$ cat src/rtl/jump_ras_ctrl.sv
// ============================================================================
// Module      : jump_ras_ctrl
// Description : D-stage jump resolver (j/jal/jr/jalr) with a return-address
//               stack and E-stage verification of RAS-predicted returns.
// Revision    : 1.0 - initial release
// ============================================================================
`default_nettype none

module jump_ras_ctrl #(
    parameter int RAS_DEPTH = 8,
    parameter int CNT_W     = 16
) (
    input  logic             clk,
    input  logic             rst,
    input  logic             validD,
    input  logic             stallD,
    input  logic             stallE,
    input  logic             flushE,
    input  logic [31:0]      instrD,
    input  logic [31:0]      pcplus4D,
    input  logic [31:0]      rd1D,
    input  logic             regwriteE,
    input  logic             regwriteM,
    input  logic             regwriteW,
    input  logic [4:0]       writeregE,
    input  logic [4:0]       writeregM,
    input  logic [4:0]       writeregW,
    input  logic [31:0]      rs_fwdE,
    output logic             jumpD,
    output logic             jump_conflictD,
    output logic [31:0]      pc_jumpD,
    output logic             ras_predD,
    output logic             mispredictE,
    output logic [31:0]      pc_fixE,
    output logic [CNT_W-1:0] ras_hits,
    output logic [CNT_W-1:0] ras_misses
);

    localparam int PTR_W   = $clog2(RAS_DEPTH);
    localparam int COUNT_W = $clog2(RAS_DEPTH + 1);

    logic [31:0]        ras_mem [RAS_DEPTH];
    logic [PTR_W-1:0]   ras_ptr;      // next write slot; top is ras_ptr-1
    logic [COUNT_W-1:0] ras_count;
    logic               pred_vE;
    logic [31:0]        tgtE;

    logic [5:0]  op;
    logic [5:0]  funct;
    logic [4:0]  rs;
    logic        is_j;
    logic        is_jal;
    logic        is_jr;
    logic        is_jalr;
    logic        is_ret;
    logic        hazard;
    logic        ras_nonempty;
    logic        use_ras;
    logic [31:0] ras_top;
    logic        fire;
    logic        push;
    logic        pop;

    assign op     = instrD[31:26];
    assign funct  = instrD[5:0];
    assign rs     = instrD[25:21];

    assign is_j    = (instrD[31:27] == 5'b00001);
    assign is_jal  = (op == 6'b000011);
    assign is_jr   = (op == 6'b000000) && (funct[5:1] == 5'b00100);
    assign is_jalr = is_jr && funct[0];
    assign is_ret  = is_jr && (rs == 5'd31) && !funct[0];

    assign hazard = (regwriteE && (writeregE == rs))
                  || (regwriteM && (writeregM == rs))
                  || (regwriteW && (writeregW == rs));

    assign ras_nonempty = (ras_count != '0);
    assign ras_top      = ras_mem[ras_ptr - PTR_W'(1)];
    // A return whose $31 is still in flight trusts the RAS instead of stalling
    assign use_ras      = is_ret && hazard && ras_nonempty;

    always_comb begin
        pc_jumpD = rd1D;
        if (is_j) begin
            pc_jumpD = {pcplus4D[31:28], instrD[25:0], 2'b00};
        end else if (use_ras) begin
            pc_jumpD = ras_top;
        end
    end

    assign jumpD          = validD && (is_j || is_jr);
    assign ras_predD      = validD && use_ras;
    assign jump_conflictD = validD && is_jr && hazard && !use_ras;

    assign fire = validD && !stallD && !jump_conflictD;
    assign push = fire && (is_jal || is_jalr);
    assign pop  = fire && is_ret && ras_nonempty;

    assign mispredictE = pred_vE && (rs_fwdE != tgtE);
    assign pc_fixE     = rs_fwdE;

    always_ff @(posedge clk) begin
        if (rst) begin
            ras_ptr   <= '0;
            ras_count <= '0;
        end else if (mispredictE) begin
            // Wrong-path D instruction is squashed: flush the stack, ignore push/pop
            ras_count <= '0;
        end else if (push) begin
            ras_ptr <= ras_ptr + PTR_W'(1);
            if (ras_count != COUNT_W'(RAS_DEPTH)) begin
                ras_count <= ras_count + COUNT_W'(1);
            end
        end else if (pop) begin
            ras_ptr   <= ras_ptr - PTR_W'(1);
            ras_count <= ras_count - COUNT_W'(1);
        end
    end

    always_ff @(posedge clk) begin
        if (!rst && !mispredictE && push) begin
            ras_mem[ras_ptr] <= pcplus4D + 32'd4;
        end
    end

    always_ff @(posedge clk) begin
        if (rst) begin
            pred_vE <= 1'b0;
            tgtE    <= '0;
        end else if (!stallE) begin
            pred_vE <= !flushE && fire && ras_predD && !mispredictE;
            tgtE    <= pc_jumpD;
        end
    end

    always_ff @(posedge clk) begin
        if (rst) begin
            ras_hits   <= '0;
            ras_misses <= '0;
        end else if (pred_vE && !stallE) begin
            if (mispredictE) begin
                if (ras_misses != '1) begin
                    ras_misses <= ras_misses + CNT_W'(1);
                end
            end else if (ras_hits != '1) begin
                ras_hits <= ras_hits + CNT_W'(1);
            end
        end
    end

endmodule

`default_nettype wire

$ cat config.mk
export PLATFORM = sky130hd
export DESIGN_NAME = jump_ras_ctrl
export DESIGN_NICKNAME = d
export VERILOG_FILES = /design/src/rtl/jump_ras_ctrl.sv
export SDC_FILE = /design/constraint.sdc
export NUM_CORES = 1
export LEC_CHECK = 0
export ABC_AREA = 0
export BUFFER_PORTS_ARGS = -buffer_cell sky130_fd_sc_hd__buf_4
export CORE_ASPECT_RATIO = 1.75
export CORE_MARGIN = 2
export CORE_UTILIZATION = 30
export CTS_CLUSTER_DIAMETER = 150
export DETAILED_ROUTE_END_ITERATION = 7
export PLACE_DENSITY = 0.45
export SLEW_MARGIN = 10
export SYNTH_ARGS = -nofsm -noshare
export SYNTH_HDL_FRONTEND = slang
export SYNTH_SLANG_ARGS = --single-unit
$ cat constraint.sdc
create_clock -name clk -period 9.8 [get_ports clk]
set_clock_uncertainty 0.15 [all_clocks]
set_input_delay 1.96 -clock clk [delete_from_list [all_inputs] [get_ports clk]]
set_output_delay 1.96 -clock clk [all_outputs]
set_load 0.005 [all_outputs]
Yosys cells after proc, flatten, opt, wreduce, memory -nomap -nowiden
Memories as Yosys holds them, arrays and structs flattened.
Index checks and enable logic that the tools add are counted.
Cells by class
  add/subtract/negate cells: 7
  multiply operators: 0
  div/mod/pow operators: 0
  magnitude comparators: 0
  equality and inequality tests: 12
  shifts and indexed selects: 0
  multiplexer cells: 9
  bitwise logic cells: 1
  reductions and logical operators: 46
Operator list (count)
  $mux W32: 2
  $add A16 B1 Y16 const B: 2
  $add A32 B3 Y32 const B: 1
  $ne A16 B16 Y1 const B: 2
  $ne A32 B32 Y1: 1
  $logic_and A1 B1 Y1: 26
  $eq A5 B5 Y1: 3
  $mux W4: 3
  $logic_not A1 Y1: 8
  $eq A6 B2 Y1 const B: 1
  $logic_not A6 Y1: 1
  $mux W3: 2
  $reduce_and A3 Y1: 2
  $eq A5 B1 Y1 const B: 1
  $eq A5 B3 Y1 const B: 1
  $eq A5 B5 Y1 const B: 1
  $add A4 B1 Y4 const B: 1
  $logic_or A1 B1 Y1: 4
  $ne A4 B4 Y1 const B: 1
  $reduce_and A2 Y1: 2
  $reduce_bool A4 Y1: 1
  $sub A4 B1 Y4 const B: 1
  $add A3 B1 Y3 const B: 1
  $sub A3 B1 Y3 const B: 1
  other kinds (5): 6
Word-level totals
  register bits: 72
  bits in latches: 0
  RAM bits: 256
  bits in read-only memories: 0
  bits of input ports: 152
  output and inout bits: 100
  memories: 1
Memories
  ras_mem: depth 8, bits a word 32, read ports 1, clocked after memory_dff 0, write ports 1, RTL line 42  | logic [31:0] ras_mem [RAS_DEPTH];

Depth between registers and ports, before layout
Gate-level depths: netlist of run 1.
  word-level depth: 14
  gate-level depth with buffers: 13
  gate-level depth less buffers: 11

Worst setup path before layout of run 1
OpenSTA, ideal clock, no wires.
  kind: in2reg
  from: in instrD[26]
  to: mem ras_mem[4][0], enable pin
  arrival time: 6.423 ns
  data required time: 9.148 ns
  path slack: 2.726 ns
  cell stages on the path: 5
  buffers on the path: 0
  cell sequence: or4_4 or2_1 o21ai_2 nand2_1 nor4_1
On the way
  word-level cells in the longest chain between the ends: 14
  elaborated cells on any way between the ends: 19
  classes of those cells: 1 x eq/ne; 2 x mux; 16 x reduce/logical
RTL lines
  start, declared: RTL line 19  | input logic [31:0] instrD,
  $logic_not A6 Y1: RTL line 70  | assign is_jr = (op == 6'b000000) && (funct[5:1] == 5'b00100);
  $logic_and A1 B1 Y1: RTL line 70
  $logic_and A1 B1 Y1 (2 in series): RTL line 72  | assign is_ret = is_jr && (rs == 5'd31) && !funct[0];
  $logic_and A1 B1 Y1 (2 in series): RTL line 81  | assign use_ras = is_ret && hazard && ras_nonempty;
  $logic_not A1 Y1: RTL line 94  | assign jump_conflictD = validD && is_jr && hazard && !use_ras;
  $logic_and A1 B1 Y1: RTL line 94
  $logic_not A1 Y1: RTL line 96  | assign fire = validD && !stallD && !jump_conflictD;
  $logic_and A1 B1 Y1: RTL line 96
  $logic_and A1 B1 Y1 *: RTL line 97  | assign push = fire && (is_jal || is_jalr);
  $logic_and A1 B1 Y1 *: RTL line 122  | if (!rst && !mispredictE && push) begin
  $mux W1 *: RTL line 122
  $mux W1 (implied by the code) *: RTL line 123  | ras_mem[ras_ptr] <= pcplus4D + 32'd4;
  end, declared: RTL line 42
Every way passes the cells marked *; elsewhere a longest branch is shown, timed or not.

Final worst setup path of run 1
  from: in instrD[24]
  to: out pc_jumpD[1]
On the way
  word-level cells in the longest chain between the ends: 8
  elaborated cells on any way between the ends: 15
  classes of those cells: 4 x eq/ne; 2 x mux; 9 x reduce/logical
RTL lines
  $eq A5 B5 Y1, on equally long branches: RTL line 74, 75
  $logic_and A1 B1 Y1, on equally long branches: RTL line 74, 75
  $logic_or A1 B1 Y1: RTL line 75  | || (regwriteM && (writeregM == rs))
  $logic_or A1 B1 Y1: RTL line 76  | || (regwriteW && (writeregW == rs));
  $logic_and A1 B1 Y1 * (2 in series): RTL line 81
  $mux W32 *: RTL line 87  | end else if (use_ras) begin
  $mux W32 *: RTL line 85  | if (is_j) begin
  end, declared: RTL line 31  | output logic [31:0] pc_jumpD,
Marked as above.

==> results.json, run 1 <==
{
  "run_status": "finished clean",
  "finalCriticalPeriod_ps": 6980,
  "die_w_um": 179,
  "antenna_cells": 0,
  "crit_required_ps": 7690,
  "synth_area_leaders": "edfxtp_1, dfxtp_1, mux4_2",
  "tightest_slew_ps": 1140,
  "die_h_um": 311,
  "dr.first_iter.drc_count": 580,
  "cts.sinks": 328,
  "worst_setup_path_end_kind": "output pin",
  "cp_max_fo": 70,
  "grt_pass1_wl_um": 74500,
  "vdd_drop_max_mv": 0.142,
  "globalplace.congestion": 0.874,
  "cts_buffers": 31,
  "swShare_pct": 22.1,
  "io_buffers": 251,
  "cts_hold_buf": 0,
  "yosys_register_bits": 328,
  "final-instance-count-excl-fill": 2122,
  "clockBufferDepth": 3,
  "cts_max_level": 1,
  "top_level_ports": 252,
  "core_area_mm2": 0.0533,
  "hpwl_um": 35800,
  "path_class": "input pin to output pin",
  "worstSetupStartpointType": "input pin",
  "syn_avg_cell_area_um2": 13.2,
  "placedCellCount": 2067,
  "p_per_area_mw_per_mm2": 154,
  "period_share_pct": 71.2,
  "root_buffer": "clkbuf_16",
  "fin_nets": 1576,
  "drv_slew": 0,
  "grt_overflow_total": 0,
  "hp-class": "flip-flop to flip-flop",
  "synth_cells": 1225,
  "final-hold-violation-count": 0,
  "share_clk_of_total_power_pct": 42.5,
  "dieArea_mm2": 0.0557,
  "drive_above_1_share_pct": 32.5,
  "wirelength_um": 51200,
  "via_per_inst": 5.21,
  "slew_headroom_pct": 23.6,
  "p_seq_share_pct": 50.4,
  "synth_edf_count": 256,
  "synth.most_common_cell": "edfxtp_1",
  "dr_total_vias": 11100,
  "synthesis.nets": 1385,
  "drv_cap": 0,
  "path_clk_slew_ps": 70,
  "r2r_slack_ps": 5790,
  "synth_cell_types": 66,
  "power.internal_mw": 2.34,
  "postRouteAntennaNets": 0,
  "drc_errors": 0,
  "cts_tree": "yes",
  "ys_seq_area_share_pct": 56.6,
  "worstSkewPairLatency_ps": 580,
  "p_leak_nw": 6.99,
  "grt_use_total_pct": 18.1,
  "start_util_pct": 30.3,
  "synth_ff_type": "edfxtp_1",
  "antenna_found_initial": 0,
  "grt_max_degree": 71,
  "cts_resized": 0,
  "synthArstFlopShare_pct": 0,
  "wire_per_inst_um": 24.1,
  "areaGrowthSynthToFinish_pct": 21.3,
  "fin_setup_tns_ps": 0,
  "synth_largest_area_cell": "edfxtp_1",
  "setup_violations": 0,
  "power_mw": 3.01,
  "yosysWarningCount": 0,
  "p_sw_uw": 664,
  "synth_area_mm2": 0.0161,
  "yosysTopAreaCellShare_pct": 47.7,
  "synth_commonest_cells": "edfxtp_1, nand2_1, dfxtp_1",
  "rsz0062_at_grt": "no",
  "grt_pass1_vias": 11300,
  "post_cts_buffers": 0,
  "pwr-share-comb_pct": 7.2,
  "critical_path_arrival_ps": 4870,
  "fill_cells": 5186,
  "max_freq_mhz": 143,
  "firstDrtPassIters": 5,
  "num_rows": 112
}
-- metrics by stage --
step	setup slack [ps]	instance area (um2)	hold WS (ps)	util [%]
floorplan	2730	16100	317	-
global placement	2820	18500	340	34.7
detailed placement	2770	18500	352	34.7
CTS	2760	19600	366	36.7
global route	2640	19600	396	36.7
finish	2820	19600	367	36.7
-- logic make-up (layout without fill, tap and decap cells) --
kind of cell    Yosys count  count (layout)  share of synthesized area (%)
compound gates          183             183                           8.93
xor+xnor                 77              77                           4.23
fa+ha+maj                 8               8                          0.667
buf+inv                 131             344                           4.28
flops                   328             328                           56.6
mux                     116             116                           12.3
simple gates            382             382                           13.0
-- sequential cells by signal, summed over array words and instances (netlist names) --
signal and cells:
ras_mem 256, tgtE 32, ras_hits 16, ras_misses 16, ras_count 4, ras_ptr 3, pred_vE 1
-- path summary, 6_finish.rpt --
path | start | endpoint | cells past startpoint
setup / recovery | instrD[24] | pc_jumpD[1] | 9
setup reg to reg | tgtE[1] | ras_mem[5][25] | 7
hold / removal | ras_misses[4] | ras_misses[4] | 2
hold reg to reg | ras_misses[4] | ras_misses[4] | 2
-- critical path: stages --
cell and delay (ps):
buf_4 140, nand4_1 310, or4b_1 650, and2b_1 260, o21a_4 590, buf_4 410, mux2i_1 290, nor2_1 70
buf_4 150
-- power groups by stage --
stage | clock, mW | sequential, mW | combinational [mW]
6_report | 1.28 | 1.52 | 0.216
5_1_grt | 1.36 | 1.51 | 0.234
4_1_cts | 1.32 | 1.52 | 0.219
3_5_place_dp | 0 | 1.55 | 0.218
3_3_place_gp | 0 | 1.55 | 0.216
2_1_floorplan | 0 | 1.54 | 0.0971
-- cells in the final DEF, fill, tap and decap left out, types with 14 or more instances in the layout --
cell,synthesis,layout
dfxtp_1,72,72
mux2i_1,35,35
nor2_1,65,64
nor4b_1,31,31
nand4_1,19,19
nand3_1,34,34
buf_4,39,274
a31oi_1,32,32
clkbuf_16,0,31
a21oi_1,20,20
nor4_1,26,18
and3_1,14,14
nand2_1,101,101
mux2_2,15,15
o211ai_1,60,60
mux4_2,64,64
xor2_1,47,47
xnor2_1,29,29
and2_1,32,32
edfxtp_1,256,256
o31ai_2,28,28
-- per-layer routing --
| layer | vias up | part of all wire, % | GRT usage [%] |
|---|---|---|---|
| met5 | - | 0 | 0 |
| met4 | 0 | 4.8 | 8.21 |
| met3 | 84 | 4.6 | 1.99 |
| met2 | 364 | 51 | 31.8 |
| met1 | 5503 | 40 | 22.0 |
| li1 | 5103 | - | - |
-- layout make-up --
cell class              instances  area, um2  share of cell area (%)
clock buffers                  36        795                    4.06
repair buffers                274       2060                    10.5
clock inverters                19        270                    1.38
well taps                     684        856                    4.38
multi-input cells             766       6390                    32.7
flip-flops and latches        328       9130                    46.7
inverters                      15       56.3                   0.288
No activity file was read; power rests on OpenSTA's default activity.
==> run 2: changes to the inputs <==
==> constraint.sdc (replaced) <==
create_clock -name clk -period 6.9 [get_ports clk]
set_clock_uncertainty 0.15 [all_clocks]
set_input_delay 1.38 -clock clk [delete_from_list [all_inputs] [get_ports clk]]
set_output_delay 1.38 -clock clk [all_outputs]
set_load 0.005 [all_outputs]
==> run 2 against run 1 <==
Clock-buffer cell count shrank 1. Combinational power grew 40%. Worst setup slack worse by 1600 ps. Sequential share of layout area up 0.12 points. First-iteration DRC count is 3.4% higher. Die area stayed put. Largest cell class unchanged.
==> results.json, run 2 (synthesis gave the netlist of run 1 again) <==
{
  "run_status": "finished clean",
  "firstDrtPassIters": 5,
  "path_cells": "buf_4, nand4_1, or4b_1, and2b_1, o21a_4, buf_4, nor2_1, o31ai_2, buf_4",
  "root_buffer": "clkbuf_16",
  "max_freq_mhz": 175,
  "rsz0062_at_grt": "no",
  "worstSkewPairLatency_ps": 580,
  "slowest_delay_ps": 680,
  "fill_cells": 5221,
  "wirelength_um": 51500,
  "finalCriticalPeriod_ps": 5700,
  "setup_violations": 0,
  "worstSetupStartpointType": "input pin",
  "cp_top_family": "simple AND/OR/NAND/NOR gates",
  "drv_slew": 0,
  "num_rows": 112,
  "power_mw": 4.16,
  "period_share_pct": 82.7,
  "fin_setup_tns_ps": 0,
  "grt_use_total_pct": 18.2,
  "timing.final.ws_setup_ps": 1200,
  "cp_num_buf_inv": 3,
  "layout_commonest_cell": "buf_4",
  "cts_hold_buf": 0,
  "cts.sinks": 328,
  "dieArea_mm2": 0.0557,
  "path_class": "input pin to output pin",
  "final_cell_mix": "buf_4, edfxtp_1, nand2_1, dfxtp_1",
  "cts_resized": 0,
  "io_buffers": 251,
  "dr_total_vias": 11000,
  "dr.first_iter.drc_count": 600,
  "cts_buffers": 31,
  "slowest_stage": "o21a_4",
  "wire_per_inst_um": 24.2,
  "antenna_found_initial": 0,
  "grt_pass1_vias": 11400,
  "cp_max_fo": 75,
  "hpwl_um": 36100,
  "seq_area_mm2": 0.00913,
  "final-hold-violation-count": 0,
  "crit_required_ps": 5370,
  "largest-register": "ras_mem",
  "antenna_cells": 0,
  "post_cts_buffers": 0,
  "top_level_ports": 252,
  "drc_errors": 0,
  "slew_headroom_pct": 24.7,
  "critical_path_arrival_ps": 4170,
  "fin_nets": 1579,
  "core_area_mm2": 0.0533,
  "path_clk_slew_ps": 70,
  "clockBufferDepth": 3,
  "cpMostUsedCell": "buf_4",
  "reg.largest.list": "ras_mem (256), tgtE (32)",
  "worst_setup_path_end_kind": "output pin",
  "globalplace.congestion": 0.809,
  "cts_max_level": 1,
  "tightest_slew_ps": 1120,
  "dp_slack_ps": 1110,
  "vdd_drop_max_mv": 0.218,
  "hp-class": "flip-flop to flip-flop",
  "multi_input_area_mm2": 0.00639,
  "p_per_area_mw_per_mm2": 213,
  "postRouteAntennaNets": 0,
  "finish.utilization_pct": 36.6,
  "grt_max_degree": 76,
  "start_util_pct": 30.3,
  "drive_above_1_share_pct": 32.4,
  "cts_tree": "yes",
  "p_leak_nw": 6.98,
  "grt_overflow_total": 0,
  "drv_cap": 0,
  "via_per_inst": 5.18,
  "die_w_um": 179,
  "die_h_um": 311,
  "largest_reg_flops": 256,
  "grt_pass1_wl_um": 74700,
  "areaGrowthSynthToFinish_pct": 21.0
}
==> run 2: changes by cell type in the layout (fill, tap and decap cells not counted), sizes merged <==
cell      delta
clkinv       +5
buf          +3
bufinv       -3
inv          +2
clkbuf       -1
clkinvlp     -1
==> run 2: worst register-to-register path, cell delays in order, from the launching register on <==
cell     delay [ps]
dfxtp_1         320
xor2_1          190
nor4_1          670
nand4_2         380
o21ai_2         520
nand2_1         410
nor4_2          330
buf_4           550
==> run 2: metrics by stage <==
| step | cells | hold WS (ps) | area, um2 |
|---|---|---|---|
| 2_1_floorplan | 1225 | 317 | 16100 |
| 3_3_place_gp | 2070 | 331 | 18500 |
| 3_5_place_dp | 2070 | 344 | 18500 |
| 4_1_cts | 2127 | 355 | 19500 |
| 5_1_grt | 2127 | 392 | 19500 |
| 6_report | 2127 | 349 | 19500 |
==> run 2: final timing paths <==
check	from	to	slack (ps)	cells past startpoint
setup / recovery	instrD[24]	pc_jumpD[17]	1200	9
hold / removal	ras_misses[4]	ras_misses[4]	350	2
setup reg to reg	tgtE[21]	ras_mem[1][21]	2990	7
hold reg to reg	ras_misses[4]	ras_misses[4]	350	2
==> run 2: layout make-up <==
class                   count  share of cell area (%)
inverters                  15                   0.289
multi-input cells         766                    32.8
well taps                 684                    4.39
clock inverters            22                    1.04
repair buffers            277                    10.7
flip-flops and latches    328                    46.8
clock buffers              35                    4.05
==> run 2: power breakdown <==
part	switching (mW)	internal (mW)	total, mW
sequential	0.0126	2.14	2.15
combinational	0.165	0.137	0.303
clock	0.766	0.940	1.71
total	0.944	3.22	4.16
==> run 2: metal layers <==
layer  routed length (um)  part of all wire [%]  global-route usage, %
met3                 2730                   5.3                   2.53
met2                26500                    51                   32.8
met4                 2320                   4.5                   7.77
met5                    0                     0                      0
met1                20000                    39                   21.3
